`config.mk`:
```
export PLATFORM = sky130hd
export DESIGN_NAME = icache
export DESIGN_NICKNAME = d
export VERILOG_FILES = /design/src/rtl/icache.sv
export SDC_FILE = /design/constraint.sdc
export NUM_CORES = 2
export LEC_CHECK = 0
export CORE_UTILIZATION = 63
export CTS_CLUSTER_SIZE = 30
export DETAILED_ROUTE_END_ITERATION = 12
export PLACE_DENSITY = 0.81
export SLEW_MARGIN = 20
export SYNTH_ARGS = -nofsm -noshare
export SYNTH_HDL_FRONTEND = slang
export SYNTH_MEMORY_MAX_BITS = 65536
export SYNTH_SLANG_ARGS = --single-unit
```
`constraint.sdc`:
```
create_clock -name clk_in -period 9.49 [get_ports clk_in]
set_input_delay 1.898 -clock clk_in [delete_from_list [all_inputs] [get_ports clk_in]]
set_output_delay 1.898 -clock clk_in [all_outputs]
set_load 0.01 [all_outputs]
```
`src/rtl/icache.sv`:
```
// icache: direct-mapped instruction cache with zero-latency hits and a
// word-serial line refill from the memory controller.
module icache #(
    parameter int INDEX_WIDTH  = 5,
    parameter int OFFSET_WIDTH = 2
) (
    input  logic        clk_in,
    input  logic        rst_in,
    input  logic        rdy_in,
    input  logic        fetch_signal,
    input  logic [31:0] fetch_addr,
    output logic        fetch_done,
    output logic [31:0] fetch_instr,
    input  logic        clear_signal,
    output logic        mem_req,
    output logic [31:0] mem_addr,
    input  logic        mem_done,
    input  logic [31:0] mem_data
);
    localparam int LINES     = 1 << INDEX_WIDTH;
    localparam int WORDS     = 1 << OFFSET_WIDTH;
    localparam int TAG_WIDTH = 32 - INDEX_WIDTH - OFFSET_WIDTH - 2;

    typedef logic [WORDS-1:0][31:0] line_t;
    typedef enum logic {IDLE, REFILL} state_t;

    state_t                  state, next_state;
    logic [LINES-1:0]        valid;
    logic [TAG_WIDTH-1:0]    tag_mem [LINES];
    line_t                   data_mem [LINES];
    line_t                   line_buf, next_line;
    logic [TAG_WIDTH-1:0]    ref_tag;
    logic [INDEX_WIDTH-1:0]  ref_idx;
    logic [OFFSET_WIDTH-1:0] counter;

    logic [TAG_WIDTH-1:0]    f_tag;
    logic [INDEX_WIDTH-1:0]  f_idx;
    logic [OFFSET_WIDTH-1:0] f_off;
    logic                    hit;
    logic                    start_refill, word_done, last_word;

    // A flush never aborts a refill, so clear_signal has no effect here.
    logic unused_ok;
    assign unused_ok = ^{fetch_addr[1:0], clear_signal};

    assign f_off = fetch_addr[OFFSET_WIDTH+1:2];
    assign f_idx = fetch_addr[INDEX_WIDTH+OFFSET_WIDTH+1:OFFSET_WIDTH+2];
    assign f_tag = fetch_addr[31:INDEX_WIDTH+OFFSET_WIDTH+2];
    assign hit   = valid[f_idx] && (tag_mem[f_idx] == f_tag);

    // NOTE: every output of a combinational block gets a default first so no latch is inferred.
    always_comb begin
        next_state   = state;
        start_refill = 1'b0;
        word_done    = 1'b0;
        last_word    = 1'b0;
        fetch_done   = 1'b0;
        case (state)
            IDLE: begin
                fetch_done = fetch_signal && hit && rdy_in && rst_in;
                if (rdy_in && fetch_signal && !hit) begin
                    start_refill = 1'b1;
                    next_state   = REFILL;
                end
            end
            REFILL: begin
                word_done = rdy_in && mem_done;
                last_word = word_done && (counter == '1);
                if (last_word) next_state = IDLE;
            end
            default: next_state = IDLE;
        endcase
    end

    assign fetch_instr = fetch_done ? data_mem[f_idx][f_off] : 32'h0;

    always_comb begin
        next_line          = line_buf;
        next_line[counter] = mem_data;
    end

    // NOTE: sequential state uses non-blocking assignments so all registers update together.
    always_ff @(posedge clk_in or negedge rst_in) begin
        if (!rst_in) state <= IDLE;
        else         state <= next_state;
    end

    always_ff @(posedge clk_in or negedge rst_in) begin
        if (!rst_in) begin
            valid    <= '0;
            counter  <= '0;
            mem_req  <= 1'b0;
            mem_addr <= 32'h0;
            ref_tag  <= '0;
            ref_idx  <= '0;
        end else if (start_refill) begin
            ref_tag  <= f_tag;
            ref_idx  <= f_idx;
            counter  <= '0;
            mem_req  <= 1'b1;
            mem_addr <= {f_tag, f_idx, {OFFSET_WIDTH{1'b0}}, 2'b00};
        end else if (last_word) begin
            valid[ref_idx] <= 1'b1;
            counter        <= '0;
            mem_req        <= 1'b0;
        end else if (word_done) begin
            counter  <= counter + OFFSET_WIDTH'(1);
            mem_addr <= {ref_tag, ref_idx, counter + OFFSET_WIDTH'(1), 2'b00};
        end
    end

    // NOTE: tag/data storage and the line buffer are not reset; valid bits alone gate their use.
    always_ff @(posedge clk_in) begin
        if (word_done) begin
            line_buf <= next_line;
            if (last_word) begin
                tag_mem[ref_idx]  <= ref_tag;
                data_mem[ref_idx] <= next_line;
            end
        end
    end
endmodule
```
==> run summary <==
drt total wl -> 602000 um
crit path kind -> in -> out
Reg-to-Reg Start -> state
data arrival time of the worst path -> 7.27 ns
setup TNS -> 0 ns
final-stage net count -> 8630
Setup violations, final -> 0
Remaining DRCs -> 0
vias per cell -> 7.80
worst vdd rail ir drop -> 0.000212 V
drt wl/cell -> 46.0 um
most frequent cells in the layout -> edfxtp_1, mux4_2, clkbuf_16, mux2i_1, nand2_1
Setup crit start -> fetch_addr[7]
Core Area -> 0.307 sq mm
clock latency on the worst-skew pair -> 1.02 ns
cell chain of the critical path -> buf_8, nor2b_1, a22oi_1, nand3_1, o211ai_1, xnor2_1, o2111ai_2, buf_4, nor4_1, nand4_1, buf_4, nor2_1, clkdlybuf4s50_1
worst slew pin tran -> 1.26 ns
maximum buffer depth of the clock tree -> 4
Setup Skew -> 0.0740 ns
crit end category -> output port
CTS sink count -> 5054
compound-cell area share of the yosys netlist -> 0.0108
DP Wirelength -> 242000 um
adder-cell share of the synthesized area -> 0.000257
I/O Pins -> 136
leading area contributor after synthesis -> edfxtp_1
FFs w/ async S/R, synth -> 0.0186
startpoint types -> input port
CP peak stage delay -> 0.99 ns
Die H -> 558 um
Post-CTS Setup Inserts -> 0
Die ar. -> 0.312 sq mm
most common cell after layout, fill and taps aside -> edfxtp_1
Worst path slowest cell -> nor2b_1
# Max-Cap Violations -> 0
gr usage total -> 0.392
most used cell along the critical path -> buf_4
Worst R2R End -> tag_mem[23][19]
Max Fclk -> 109 MHz
top cell type's share of synthesized area -> 0.764
TritonCTS Buffers -> 465
synth unique cells -> 56
Final Non-Filler Cells -> 13.1k
RSZ-0062 raised after global routing -> false
critical path's top delay family -> simple AND/OR/NAND/NOR gates
initial antenna violation count -> 27
vias in the first global route -> 104k
DP Cell Count -> 12.2k
mux share of post-synthesis cell area -> 0.188
DRT iter0 DRCs -> 20.7k
Critical path buffers and inverters -> 4
PwrDens -> 241 mW/mm^2
worst hold start -> valid[6]
gr ovfl total -> 0
Reg2Reg Setup Slack -> 4.58 ns
status -> completed
Power Total -> 52.3 mW
top post-synthesis cells by area -> edfxtp_1, mux4_2, mux2i_1, dfrtp_1, mux2_2
GP Congestion -> 0.800
# port buffers -> 130
Lkg Pwr -> 67.7 nW
post-cts resize count -> 0
largest family of logic cells by synthesized area -> multiplexers
Syn-to-layout area delta -> 11.4%
Post-Synth Simple-Gate Area -> 0.0115
row count -> 203
DR vias -> 102k
Post-synth top flop -> edfxtp_1
largest net degree at the start of global routing -> 154
CTS Hold Bufs -> 0
initial core utilization -> 0.635
Slew headroom -> 0.158
Final Hold Fails -> 0
crit path time final -> 9.16 ns
Post-Syn Area -> 0.195 sq mm
number of H-tree levels -> 5
period utilisation layout -> 0.966
layout cell share with drive strength beyond 1 -> 0.284
worst path required time -> 7.59 ns
register area share after synthesis -> 0.776
Mapped Avg Cell Area -> 23.7 sq um
CP Max Fanout -> 43
Die Wd -> 558 um
R2R depth -> 6
DR pass1 iterations -> 8
Post-Synth XOR/XNOR Area -> 0.000809
CTS Root Cell -> clkbuf_16
Seq cells post-synth -> 5054
CTS clk-pin slew, worst paths -> 0.07 ns
global-route wire length before repair -> 830000 um
Gate Count Post-Synth -> 8206
YS warnings -> 0
Levels on crit path -> 13
CTS tree -> built
Setup crit end -> fetch_instr[21]
Slew Viols, Final -> 0
Post-synth EDFFs -> 4960
Hold Crit Class -> reg -> reg
post-route ant nets -> 0
## registers in the layout (all words and copies together), names as in the netlist
signal,count
ref_idx,5
valid,32
mem_req,1
mem_addr,30
state,1
data_mem,4096
ref_tag,23
counter,2
tag_mem,736
line_buf,128
## power by group
part	switching (mW)	internal, mW	total [mW]
logic	3.64	1.41	5.05
registers	0.727	27.1	27.9
clock network	8.93	10.4	19.4
## metal layers
layer  share of wire  up-vias  GRT usage
met4           0.081       14      0.266
met1            0.30    51684      0.480
met2            0.48    11576      0.622
met5         0.00052        -          0
li1                -    35919          -
met3            0.14     2754     0.0997
## final cells by class
class                   count  area [sq um]
diodes                     21          52.6
clock buffers             583         12300
clock inverters           282          2770
fillers                 15664         89800
inverters                   7          33.8
multi-input cells        2681         41600
flip-flops and latches   5054        151000
well taps                4100          5130
repair buffers            347          3890
## worst min-delay path by stage
stage,depth (start not counted),slack [ns],to
floorplan,1,0.43,valid[10]
global placement,1,0.45,valid[22]
detailed placement,1,0.45,valid[6]
CTS,1,0.47,valid[26]
global route,1,0.49,valid[27]
finish,1,0.47,valid[6]
## logic make-up after synthesis
family,count (synthesis)
AOI/OAI and AO/OA,334
buffers and inverters,472
muxes,1848
xor gates and xnor gates,18
DFF,5054
other,1
adders and majority gates,4
and+or+nand+nor,475
## synthesized netlist by cell type (all sizes together), types with 29 or more instances
master and number:
a22oi 87, a31oi 33, o211ai 32, nor2 82, nand3 30, mux4 1436, buf 309, nor4 33
a21oi 29, o21ai 120, nand4 39, mux2 131, clkbuf 156, nand2 209, mux2i 281, or2 35
dfrtp 94, edfxtp 4960
## per-stage QoR
stage | util | hold slack, ns | area (sq um) | setup WS, ns
3_5_place_dp | 0.658 | 0.451 | 202000 | 0.840
6_report | 0.707 | 0.469 | 217000 | 0.325
3_3_place_gp | 0.658 | 0.446 | 202000 | 0.937
2_1_floorplan | - | 0.434 | 195000 | -0.316
4_1_cts | 0.707 | 0.465 | 217000 | 0.607
5_1_grt | 0.707 | 0.485 | 217000 | 0.296
Note: power is estimated with default switching activity, not from simulation.
